[src/rtl/scan_pkg.sv]
// scan_pkg: shared state encoding and chain index helpers for the scan-chain master and its bench model
package scan_pkg;
  typedef enum logic [2:0] {IDLE, SHIFT_IN, LATCH, CAPTURE, SHIFT_OUT, DONE} scan_state_e;
  function automatic int chain_len(input int nd, input int iw);
    return nd * iw;
  endfunction
  function automatic int addr_width(input int nd);
    return nd > 1 ? $clog2(nd) : 1;
  endfunction
  function automatic int slot_of(input int n, input int nd, input int iw);
    return nd - 1 - n / iw;
  endfunction
  function automatic int bit_of(input int n, input int iw);
    return iw - 1 - n % iw;
  endfunction
endpackage

[src/rtl/scan_clkgen.sv]
// scan_clkgen: scan clock from a HALF_PERIOD phase counter, low while disabled, with rise/fall edge ticks
module scan_clkgen #(
  parameter int HALF_PERIOD = 1
) (
  input  logic clk,
  input  logic reset,
  input  logic en,
  output logic sc_clk,
  output logic rise_tick,
  output logic fall_tick
);
  localparam int CW = HALF_PERIOD > 1 ? $clog2(HALF_PERIOD) : 1;
  logic [CW-1:0] cnt;
  logic wrap;
  assign wrap = en && cnt == CW'(HALF_PERIOD - 1);
  assign rise_tick = wrap && !sc_clk;
  assign fall_tick = wrap && sc_clk;
  always_ff @(posedge clk or posedge reset)
    if (reset) begin
      cnt <= '0;
      sc_clk <= 1'b0;
    end else if (!en) begin
      cnt <= '0;
      sc_clk <= 1'b0;
    end else begin
      cnt <= wrap ? '0 : cnt + CW'(1);
      if (wrap) sc_clk <= !sc_clk;
    end
endmodule

[src/rtl/scan_chain_ctrl.sv]
// scan_chain_ctrl: serialises a word into one design slot of the shared scan chain, latches, captures and reads back
module scan_chain_ctrl import scan_pkg::*; #(
  parameter int NUM_DESIGNS = 4,
  parameter int IO_WIDTH = 8,
  parameter int HALF_PERIOD = 1,
  localparam int ADDR_W = addr_width(NUM_DESIGNS)
) (
  input  logic                clk,
  input  logic                reset,
  input  logic                start,
  input  logic [ADDR_W-1:0]   addr,
  input  logic [IO_WIDTH-1:0] i_pins,
  output logic [IO_WIDTH-1:0] o_pins,
  output logic                busy,
  output logic                done,
  output logic                error,
  output logic                sc_clk,
  output logic                sc_data,
  output logic                sc_select,
  output logic                sc_latch,
  input  logic                sc_return
);
  localparam int L = chain_len(NUM_DESIGNS, IO_WIDTH);
  localparam int CW = $clog2(L + 1);
  scan_state_e state, state_nx;
  logic [CW-1:0] bit_cnt;
  logic [ADDR_W-1:0] addr_q;
  logic [L-1:0] sr_in, sr_out;
  logic en, gen_clk, rise_tick, fall_tick, last_bit, accept, bad_addr, go;
  assign accept = state == IDLE && start;
  assign bad_addr = int'(addr) >= NUM_DESIGNS;
  assign go = accept && !bad_addr;
  assign en = state inside {SHIFT_IN, LATCH, CAPTURE, SHIFT_OUT};
  assign last_bit = bit_cnt == CW'(L - 1);
  scan_clkgen #(.HALF_PERIOD(HALF_PERIOD)) u_clkgen (
    .clk(clk),
    .reset(reset),
    .en(en),
    .sc_clk(gen_clk),
    .rise_tick(rise_tick),
    .fall_tick(fall_tick)
  );
  always_comb begin
    state_nx = state;
    case (state)
      IDLE:      state_nx = go ? SHIFT_IN : IDLE;
      SHIFT_IN:  state_nx = fall_tick && last_bit ? LATCH : SHIFT_IN;
      LATCH:     state_nx = fall_tick ? CAPTURE : LATCH;
      CAPTURE:   state_nx = fall_tick ? SHIFT_OUT : CAPTURE;
      SHIFT_OUT: state_nx = fall_tick && last_bit ? DONE : SHIFT_OUT;
      default:   state_nx = IDLE;
    endcase
    busy = en;
    done = state == DONE;
    sc_clk = gen_clk && state != LATCH;
    sc_data = state == SHIFT_IN && sr_in[L-1];
    sc_select = state == CAPTURE;
    sc_latch = state == LATCH;
  end
  // chain position of slot s bit b is s*IO_WIDTH+b, so the word lands at its slot offset and shifts out MSB first
  always_ff @(posedge clk or posedge reset)
    if (reset) begin
      state <= IDLE;
      bit_cnt <= '0;
      addr_q <= '0;
      sr_in <= '0;
      sr_out <= '0;
      o_pins <= '0;
      error <= 1'b0;
    end else begin
      state <= state_nx;
      error <= accept && bad_addr;
      if (go) begin
        addr_q <= addr;
        sr_in <= L'(i_pins) << (int'(addr) * IO_WIDTH);
      end
      if (fall_tick && (state == SHIFT_IN || state == SHIFT_OUT))
        bit_cnt <= last_bit ? '0 : bit_cnt + CW'(1);
      if (fall_tick && state == SHIFT_IN) sr_in <= sr_in << 1;
      if (rise_tick && state == SHIFT_OUT) sr_out <= (sr_out << 1) | L'(sc_return);
      if (state == SHIFT_OUT && state_nx == DONE)
        o_pins <= IO_WIDTH'(sr_out >> (int'(addr_q) * IO_WIDTH));
    end
endmodule

[config.mk]
export PLATFORM = sky130hd
export DESIGN_NAME = scan_chain_ctrl
export DESIGN_NICKNAME = d
export VERILOG_FILES = /design/src/rtl/scan_pkg.sv /design/src/rtl/scan_clkgen.sv /design/src/rtl/scan_chain_ctrl.sv
export SDC_FILE = /design/constraint.sdc
export NUM_CORES = 1
export LEC_CHECK = 0
export CAP_MARGIN = 40
export CORE_MARGIN = 2
export CORE_UTILIZATION = 62
export CTS_BUF_LIST = sky130_fd_sc_hd__clkbuf_8 sky130_fd_sc_hd__clkbuf_16
export CTS_CLUSTER_DIAMETER = 50
export DETAILED_ROUTE_END_ITERATION = 12
export GPL_TIMING_DRIVEN = 1
export PLACE_DENSITY = 0.84
export RECOVER_POWER = 25
export REMOVE_ABC_BUFFERS = 1
export SLEW_MARGIN = 15
export SYNTH_ARGS = -nofsm -noshare
export SYNTH_HDL_FRONTEND = slang
export SYNTH_SLANG_ARGS = --single-unit
[constraint.sdc]
create_clock -name clk -period 4.49 [get_ports clk]
set_input_delay 0.6735 -clock clk [delete_from_list [all_inputs] [get_ports clk]]
set_output_delay 0.6735 -clock clk [all_outputs]
set_load 0.01 [all_outputs]
* Yosys cells after proc, flatten, opt, wreduce, memory -nomap -nowiden
Index checks and enable logic that the tools add are counted.
** Cells by class
- Add/subtract/negate cells :: 2
- Multipliers :: 0
- Div/mod/pow operators :: 0
- $lt $le $gt $ge :: 0
- Eq/ne operators :: 9
- Shift-type cells :: 2
- Muxes and demuxes :: 13
- Bitwise logic cells :: 2
- Reduce and logical (&&, ||, !) cells :: 16
** Operators by type and width (number)
- two-way mux 32 bit :: 2
- OR 32 x 1 -> 32 bit :: 1
- left shift 8 x 5 -> 32 bit :: 1
- right shift 32 x 5 -> 8 bit :: 1
- one-hot mux 3 bit (5 select lines) :: 1
- logical AND 1 bit :: 11
- == test 3 bit, second input constant :: 3
- two-way mux 1 bit :: 7
- adder 6 x 1 -> 6 bit, second input constant :: 1
- == test 3 x 2 -> 1 bit, second input constant :: 2
- == test 6 x 5 -> 1 bit, second input constant :: 1
- two-way mux 6 bit :: 1
- nonzero test 4 bit :: 1
- == test 3 x 1 -> 1 bit, second input constant :: 1
- zero test 3 bit :: 1
- two-way mux 3 bit :: 1
- != test 3 x 2 -> 1 bit, second input constant :: 1
- two-way mux 2 bit :: 1
- != test 2 bit, second input constant :: 1
- nonzero test 2 bit :: 1
- adder 1 bit, second input constant :: 1
- zero test 1 bit :: 1
- logical OR 1 bit :: 1
- inverter 1 bit :: 1
** Storage, ports and cells
- Register bits after elaboration :: 85
- Latch bits :: 0
- Bits in writable memories :: 0
- Memory bits (read-only) :: 0
- Input bits :: 14
- Output and inout port bits :: 15
- Word-level logic and storage cells :: 52
- Memories :: 0

* Depth between registers and ports, before layout
Gate-level depths: netlist of the first run.
- Word-level depth :: 9
- Gate-level depth with buffers :: 7
- Gate-level depth less buffers :: 5

* By module
Synthesis of the first run repeated with hierarchy kept, for this count alone.
** Second synthesis, totals
- Cells, all modules :: 285
- Area, all modules :: 3881.2 µm²
** By module, submodules not included
- scan_chain_ctrl :: times used 1, cells each 277, area an instance 3791.1 µm²
- scan_clkgen :: times used 1, cells each 8, area an instance 90.1 µm²

* Worst setup path before layout of the first run
No wires, ideal clock.
- Path type :: register to register
- From :: reg bit_cnt[0]
- To :: reg o_pins[0]
- Setup time :: 0.125 ns
- Data arrival time :: 1.721 ns
- Path slack :: 2.644 ns
- Cell stages (with the launch flop) :: 6
- Cell sequence :: dfrtp_1 > ha_1 > nand2_1 > or3_4 > nor3_4 > mux2_2
** On the way
- Word-level cells in the longest chain between the ends :: 6
- Elaborated cells between the ends (all ways) :: 7
- Classes of those cells :: 2 x eq/ne; 3 x mux; 2 x reduce/logical
** RTL lines
- start: declaration :: RTL line scan_chain_ctrl.sv:26 : logic [CW-1:0] bit_cnt;
- start signal: assignment :: RTL line scan_chain_ctrl.sv:78 : bit_cnt <= last_bit ? '0 : bit_cnt + CW'(1);
- == test 6 x 5 -> 1 bit (*) :: RTL line scan_chain_ctrl.sv:34 : assign last_bit = bit_cnt == CW'(L - 1);
- logical AND 1 bit (*) :: RTL line scan_chain_ctrl.sv:47, scan_chain_ctrl.sv:50
- two-way mux 1 bit / two-way mux 2 bit (equally long branches) :: RTL line scan_chain_ctrl.sv:50, scan_chain_ctrl.sv:47
- one-hot mux 3 bit (5 select lines) (*) :: RTL line scan_chain_ctrl.sv:45 : case (state)
- == test 3 bit (*) :: RTL line scan_chain_ctrl.sv:81 : if (state == SHIFT_OUT && state_nx == DONE)
- logical AND 1 bit (*) :: RTL line scan_chain_ctrl.sv:81
- end signal: assignment :: RTL line scan_chain_ctrl.sv:82 : o_pins <= IO_WIDTH'(sr_out >> (int'(addr_q) * IO_WIDTH));
- end: declaration :: RTL line scan_chain_ctrl.sv:13 : output logic [IO_WIDTH-1:0] o_pins,
Mark *: on every way between the ends. The rest lies on a longest branch, timed or not.
A chain may end at the register's enable or synchronous reset.

* Final worst setup path of the first run
- From :: reg state[2]
- To :: out sc_clk
** On the way
- Word-level cells in the longest chain between the ends :: 2
** RTL lines
- start: declaration :: RTL line scan_chain_ctrl.sv:25 : scan_state_e state, state_nx;
- start signal: assignment :: RTL line scan_chain_ctrl.sv:71 : state <= state_nx;
- != test 3 x 2 -> 1 bit :: RTL line scan_chain_ctrl.sv:55 : sc_clk = gen_clk && state != LATCH;
- logical AND 1 bit :: RTL line scan_chain_ctrl.sv:55
- end: declaration :: RTL line scan_chain_ctrl.sv:17 : output logic sc_clk,
No other way between the ends.

==> metrics, run 1 <==
outcome=completed; gr ovfl total=0; Pleak=0.00216 µW; Pwr per Cell Area=404 nW/µm²; clk buf depth=2; Initial Utilization=64.7%; final-stage net count=about 350; Bufs and invs on worst path=1; vias per cell=between 6 and 7; max-cap viol count=0; post-synthesis register bit count=85; CP Launch Type=flip-flop; synthesized cell area=3850 µm²; Reg clk slew, reported paths=0.08 ns; hpwl dp=approximately 4900 µm; Port-buffer cells=27; Synth Area in XOR/XNOR=0.909%; post-synthesis mux area share=17.1%; Post-Synth Simple-Gate Area=13.0%; final hold slack=0.469 ns; via count=around 2,500; post-synth top area share=55.2%; final hold violations=0; worst hold endpoint=sr_in[31]; post-synthesis cell type count=48; Critical Path RT=3.82 ns; largest net degree at the start of global routing=41; maximum vdd drop=0.317 mV; DR iter-0 viols=about 220; average size of a mapped cell=12.5 µm²; Total GRT Usage=23.4%; Die X=82.8 µm; Clock Skew=between 0.01 and 0.015 ns; Synth area leaders=dfrtp_1, mux2_2, mux4_2; Slew @ Worst Pin=0.985 ns; worst-skew pair later-pin latency=approximately 0.36 ns; core area=5960 µm²; CP delay by family, top=flip-flops; clk root buf=clkbuf_8; count of flip-flops with a built-in enable after synthesis=0; clk sinks=85; Synth Area in Compound Gates=about 8.6%; die area=6860 µm²; adder-cell share of the synthesized area=0.325%; Hold Crit Class=reg -> reg; worst relative slew slack=about 34%; DRC Markers=0; CP Capture Type=primary output; Layout area overhead=13.5%; CTS resizes=0; layout cells sized above 1=25.5%; ANT cells=0; TNS Setup=0 ns; Data arrival, critical path=1.94 ns; Slew Limit Fails=0; clock buffers created by TritonCTS=9; sequential fraction of the synthesis area=55.2%; largest fanout on the critical path=13; post-CTS setup buffers=0; yosys warns=0; Final setup viols=0; global-route wire length before repair=12,700 µm; start point of the worst hold path=sr_in[31]; WS Path Type=reg -> out; io pins=29; Synth area leader=dfrtp_1; crit-path cells=nand2b_1, nor2_1, nor2b_1, clkdlybuf4s50_1; H-Tree Depth=3; Detailed Route WL=7230 µm; drt pass-1 iters=5; FFs w/ async S/R, synth=100%; period utilization=about three fifths; initial antenna violation count=0; CTS Hold Bufs=0; register-to-register setup slack=2.14 ns; WL/cell=17.5 µm; routability cong.=0.802; vias in the first global route=2,525; Rows=28; Worst path max stage delay=0.63 ns; R2R depth=6; capture point of the worst reg-to-reg path=sr_out[31]; dominant synthesized flop cell=dfrtp_1; die height=82.8 µm; Crit-path slowest cell=dfrtp_1; RSZ-0062 raised after global routing=false; Worst Hold Path Cells=2; largest family of logic cells by synthesized area=multiplexers; FF-to-FF Start=state[1]; Syn Inst Count=308; remaining antenna violation count after routing=0; CTS tree=done; min cycle time layout=2.62 ns; fmax=382 MHz
state kept, by name, indices dropped and copies added, names as in the netlist:
signal / cells
bit_cnt: 6
sr_out: 32
u_clkgen.cnt: 1
o_pins: 8
u_clkgen.sc_clk: 1
addr_q: 2
sr_in: 32
state: 3
through the flow:
| stage | util, % | setup WS [ns] | std cells | power [µW] | instance area [µm²] |
|---|---|---|---|---|---|
| 5_1_grt | 73.4 | 1.72 | 412 | 1860 | 4370 |
| 3_5_place_dp | 70.1 | 1.95 | 396 | 1240 | 4180 |
| 2_1_floorplan | - | 1.62 | 289 | 1130 | 3730 |
| 4_1_cts | 73.4 | 1.85 | 412 | 1780 | 4370 |
| 3_3_place_gp | 69.1 | 2.05 | 393 | 1210 | 4120 |
| 6_report | 73.4 | 1.87 | 412 | 1770 | 4370 |
per-layer routing:
layer	track usage [%]	routed length, µm	up-vias
li1	-	-	1162
met1	33.1	3220	1277
met2	35.6	3520	65
met3	5.57	361	12
met4	9.39	125	0
met5	0	0	-
area by class of cell:
| cell class | instances | area (µm²) |
|---|---|---|
| Clock inverter | 7 | 72.6 |
| Tap cell | 75 | 93.8 |
| Sequential cell | 85 | 2130 |
| Inverter | 15 | 57.6 |
| Multi-Input combinational cell | 189 | 1550 |
| Clock buffer | 9 | 124 |
| Fill cell | 408 | 1580 |
| Timing Repair Buffer | 32 | 348 |
synth_stat cells (3+ instances only):
cell	n
inv_1	15
a222oi_1	13
nand2b_1	4
mux4_2	8
and3_1	4
buf_6	5
a22oi_1	14
xnor2_1	3
nand3_1	4
buf_2	6
nand2_1	46
clkbuf_1	5
a21oi_1	6
nor3_2	3
dfrtp_1	85
nor2_1	7
mux2_2	41
o21ai_0	4
worst max-delay path by stage:
stage                   from   endpoint  slack [ns]  cells after the start
global placement       start   sr_in[8]        2.05                      5
floorplan              reset  addr_q[0]        1.62                      1
finish              state[2]     sc_clk        1.87                      4
detailed placement     start  sr_in[15]        1.95                      5
global route        state[2]     sc_clk        1.72                      4
CTS                 state[2]     sc_clk        1.85                      4
kinds of logic after synthesis:
group	after synthesis
fa+ha+maj	1
compound gates	43
mux	50
flops	85
xor+xnor	4
simple gates	89
buf+inv	35
other cells	1
cell usage in the layout (no fill, tap or decap), types with 2 or more instances in the layout:
master / netlist / final
a222oi_1: 13 / 13
and3_1: 4 / 4
buf_4: 2 / 2
clkinv_2: 0 / 2
nor3_2: 3 / 2
clkbuf_8: 0 / 9
nand2b_1: 4 / 4
dfrtp_1: 85 / 85
inv_6: 0 / 2
nor3_1: 2 / 2
o21ai_0: 4 / 4
conb_1: 1 / 2
inv_1: 15 / 14
a21oi_1: 6 / 6
or3_1: 2 / 2
nand3_1: 4 / 4
clkinvlp_4: 0 / 2
a22oi_1: 14 / 14
mux2_2: 41 / 41
mux4_2: 8 / 8
nor3b_4: 2 / 2
nor2_1: 7 / 8
nand2_1: 46 / 46
nor3_4: 1 / 2
clkdlybuf4s50_1: 0 / 26
xnor2_1: 3 / 3
where the power goes:
group	switching, µW	internal (µW)	leakage [µW]
clock network	278	259	0.0000960
registers	87.2	869	0.00115
logic	142	131	0.000912
total	507	1260	0.00216
worst min-delay path, cell delays in order, from the launching register on:
cell and delay [ns]:
dfrtp_1 0.34, nand2_1 0.05, nand2_1 0.05
Power figures use the tool's default switching activity.
==> run 2, diff against run 1 <==
Settings changed: CORE_UTILIZATION 62 to 52, PLACE_DENSITY 0.84 to 0.75.
Clock period 4.49 ns to 2.3 ns, I/O delays scaled along.
==> metrics, run 2 (synthesized netlist as in run 1, its figures left out) <==
final hold violations=0; crit-path cells=inv_1, nor3b_1, clkdlybuf4s50_1; H-Tree Depth=3; vias in the first global route=2,519; max-cap viol count=0; initial antenna violation count=0; Worst path max stage delay=0.59 ns; outcome=completed; period utilization=between 90% and 100%; Data arrival, critical path=1.84 ns; clock buffers created by TritonCTS=9; Pleak=between 0.002 and 0.0025 µW; clk root buf=clkbuf_8; fmax=458 MHz; gr ovfl total=0; layout cells sized above 1=between 20% and 30%; start point of the worst hold path=sr_in[28]; Reg clk slew, reported paths=about 0.080 ns; Clock Skew=0.0132 ns; min cycle time layout=2.18 ns; Worst Hold Path Cells=2; total power=3600 µW; WS Path Type=reg -> out; Total GRT Usage=18.2%; clk sinks=85; FF-to-FF Start=bit_cnt[0]; final non-filler cell total=436; Hold Crit Class=reg -> reg; most common cell after layout, fill and taps aside=dfrtp_1; Critical Path RT=1.96 ns; Slew Limit Fails=0; Pwr per Cell Area=816 nW/µm²; CP Launch Type=flip-flop; worst relative slew slack=24.6%; remaining antenna violation count after routing=0; routability cong.=just under 0.8; R2R depth=6; hpwl dp=4570 µm; DRC Markers=0; post-CTS setup buffers=0; die height=90.1 µm; TNS Setup=0 ns; clk buf depth=2; maximum vdd drop=0.522 mV; drt pass-1 iters=5; CTS tree=done; io pins=29; largest net degree at the start of global routing=86; die area=8110 µm²; final-stage net count=approximately 350; CP Capture Type=primary output; Port-buffer cells=27; Fillers=572; Final setup viols=0; Crit-path slowest cell=dfrtp_1; Layout area overhead=14.4%; vias per cell=about 5.6; core area=about 7000 µm²; worst-skew pair later-pin latency=approximately 0.35 ns; Detailed Route WL=6890 µm; Regs by FF count=sr_in: 32 flops, sr_out: 32 flops, o_pins: 8 flops; final hold slack=0.475 ns; ANT cells=0; Die X=90.1 µm; DR iter-0 viols=254; via count=2,460; Initial Utilization=about 53%; Slew @ Worst Pin=1.13 ns; WL/cell=15.8 µm; Cell Count Post-Placement=421; global-route wire length before repair=approximately 12,000 µm; most frequent cells in the layout=dfrtp_1, nand2_1, mux2_2; Rows=31; RSZ-0062 raised after global routing=false; crit path from=state[0]; largest fanout on the critical path=12
==> run 2: cell count changes in the layout (fill, tap and decap cells not counted), moves of 2 or more <==
cell	before	now
inv_1	14	16
buf_4	2	5
bufinv_16	1	3
clkinv_2	2	0
inv_6	2	0
==> run 2: what timing repair did <==
action / CTS / global route
hold buffers: 0 / 0
setup endpoints to repair: 0 / 2
resized for setup: 0 / 1
==> run 2: layout make-up <==
cell class,count,area [µm²],area share [%]
repair buffers,33,315,7.16
clock inverters,6,105,2.39
multi-input cells,189,1550,35.2
flip-flops and latches,85,2130,48.3
inverters,15,57.6,1.31
clock buffers,9,124,2.81
well taps,99,124,2.81
==> run 2: worst max-delay path: cells and delay by family, from the launching register on <==
family | cells | cell delay (ns)
buffers and inverters | 2 | 0.69
flip-flops | 1 | 0.59
AND/OR/NAND/NOR | 1 | 0.21
==> run 2: per-layer routing <==
metal / part of all wire (%) / GRT usage [%] / vias to the layer above
met5: 0 / 0 / -
met1: 47 / 26.4 / 1232
met2: 48 / 27.9 / 59
li1: - / - / 1161
met4: 1.3 / 7.69 / 0
met3: 4.0 / 2.51 / 8
==> run 2: worst paths after layout <==
path,endpoint,slack [ns]
min in group asynchronous,sr_out[3],0.85
setup reg to reg,o_pins[7],0.31
setup / recovery,done,0.12
max in group asynchronous,state[2],0.69
hold / removal,sr_in[28],0.48
hold reg to reg,sr_in[28],0.48
==> run 2: through the flow <==
| stage | utilization (%) | setup WS [ns] | area [µm²] |
|---|---|---|---|
| 4_1_cts | 61.2 | 0.0491 | 4420 |
| 3_3_place_gp | 58.0 | 0.225 | 4190 |
| 3_5_place_dp | 58.0 | 0.198 | 4190 |
| 2_1_floorplan | - | -0.238 | 3730 |
| 6_report | 61.1 | 0.115 | 4410 |
| 5_1_grt | 61.1 | 0.0169 | 4410 |
==> run 2: power by group <==
| group | total [µW] | switching, µW | internal (µW) |
|---|---|---|---|
| logic | 520 | 276 | 244 |
| clock network | 1220 | 509 | 708 |
| registers | 1860 | 162 | 1700 |
| total | 3600 | 947 | 2650 |
==> run 3, diff against run 2 <==
--- a/constraint.sdc
+++ b/constraint.sdc
@@ -3,2 +3,2 @@
 set_output_delay 0.345 -clock clk [all_outputs]
-set_load 0.01 [all_outputs]
+set_load 0.05 [all_outputs]
==> metrics, run 3 (synthesized netlist as in run 1, its figures left out) <==
R2R depth=6; Data arrival, critical path=2.22 ns; area of the multi-input gates=about 1600 µm²; core area=7210 µm²; clk root buf=clkbuf_8; DR iter-0 viols=152; total power=3330 µW; CP Capture Type=flip-flop; Hold Crit Class=reg -> reg; vias per cell=5.74; Crit-path slowest cell=dfrtp_1; Worst path max stage delay=0.41 ns; hpwl dp=4570 µm; clk sinks=85; gr ovfl total=0; initial antenna violation count=0; register-to-register setup slack=0.31 ns; Slew @ Worst Pin=1.12 ns; maximum vdd drop=just under 0.3 mV; start point of the worst hold path=sr_in[31]; Reg clk slew, reported paths=about 0.080 ns; Final setup viols=0; drt pass-1 iters=6; worst-skew pair later-pin latency=0.34 ns; post-CTS setup buffers=0; post-route setup slack=slightly above 0.3 ns; Pwr per Cell Area=770 nW/µm²; FF-to-FF Start=bit_cnt[1]; setup slack at placement=0.210 ns; Die X=90.1 µm; layout cells sized above 1=27.6%; largest fanout on the critical path=9; vias in the first global route=between 2,000 and 2,500; most frequent cells in the layout=dfrtp_1, nand2_1, mux2_2; min cycle time layout=1.99 ns; wl on met1=3440 µm; DR top layer=met4; WL/cell=between 15 and 20 µm; Regs by FF count=sr_in: 32 flops, sr_out: 32 flops, o_pins: 8 flops; Fillers=606; most common cell after layout, fill and taps aside=dfrtp_1; clk buf depth=2; final non-filler cell total=between 400 and 500; FF/Latch Area=2130 µm²; Detailed Route WL=6980 µm; crit-path cells=ha_1, nand2_1, or3_4, nor3_4, buf_4, mux2_2; outcome=completed; Total GRT Usage=roughly a fifth; Worst Hold Path Cells=2; Clock Skew=0.00797 ns; CTS tree=done; DRC Markers=0; die area=about 8000 µm²; routability cong.=0.777; Critical Path RT=2.52 ns; CTS resizes=0; Layout area overhead=12.3%; via count=2,502; CP Launch Type=flip-flop; period utilization=86.7%; capture point of the worst reg-to-reg path=o_pins[7]; clock buffers created by TritonCTS=9; Slew Limit Fails=0; Final Util=between 50% and 60%; Initial Utilization=53.4%; final-stage net count=348; H-Tree Depth=3; global-route wire length before repair=between 10,000 and 15,000 µm; Pleak=between 0.002 and 0.0025 µW; worst relative slew slack=25.2%; fmax=approximately 500 MHz; CTS Hold Bufs=0; Port-buffer cells=27; WS Path Type=reg -> reg; remaining antenna violation count after routing=0; ANT cells=0; final hold violations=0; io pins=29; RSZ-0062 raised after global routing=false; WL met2=3230 µm; worst hold endpoint=sr_in[31]; met3 WL post-DR=roughly 210 µm; max-cap viol count=0; Rows=31; largest net degree at the start of global routing=86; Cell Count Post-Placement=421; die height=90.1 µm
run 3: cell types whose count changed in the layout (fill, tap and decap cells not counted), sizes merged:
cell,previous run,this run
bufinv,3,0
clkinv,0,4
clkdlybuf4s50,26,20
buf,5,11
inv,16,14
clkbuf,10,11
run 3: worst max-delay path by stage:
stage | end | depth (start not counted) | slack [ns] | start
floorplan | addr_q[0] | 1 | -0.24 | reset
global placement | sr_in[18] | 5 | 0.24 | start
detailed placement | sr_in[7] | 5 | 0.21 | start
CTS | o_pins[3] | 6 | 0.31 | bit_cnt[1]
global route | o_pins[6] | 6 | 0.22 | bit_cnt[0]
finish | o_pins[7] | 6 | 0.31 | bit_cnt[1]
run 3: layout make-up:
type | count | share of cell area [%]
well taps | 99 | 2.86
clock buffers | 10 | 3.18
flip-flops and latches | 85 | 49.2
repair buffers | 33 | 6.94
inverters | 15 | 1.33
clock inverters | 5 | 0.636
multi-input cells | 189 | 35.9
run 3: stage by stage:
stage          instance area [µm²]  hold slack (ns)  TNS, ns
2_1_floorplan                 3730            0.431   -20.27
3_3_place_gp                  4170            0.451        0
3_5_place_dp                  4170            0.458        0
4_1_cts                       4340            0.432        0
5_1_grt                       4330            0.500        0
6_report                      4330            0.467        0
run 3: worst max-delay path: cells and delay by family, from the launching register on:
family	cells	cell delay, ns
mux	1	0.35
flops	1	0.41
simple gates	3	0.65
buf+inv	1	0.22
fa+ha+maj	1	0.24
run 3: report_power, final:
group          total, µW  internal [µW]  switching [µW]
logic                559            239             320
clock network        913            408             504
registers           1860           1700             164
total               3330           2340             989
run 3: metal layers:
layer	track usage [%]	up-vias
met3	3.02	9
met4	7.56	0
met5	0	-
li1	-	1157
met1	28.0	1293
met2	27.9	43
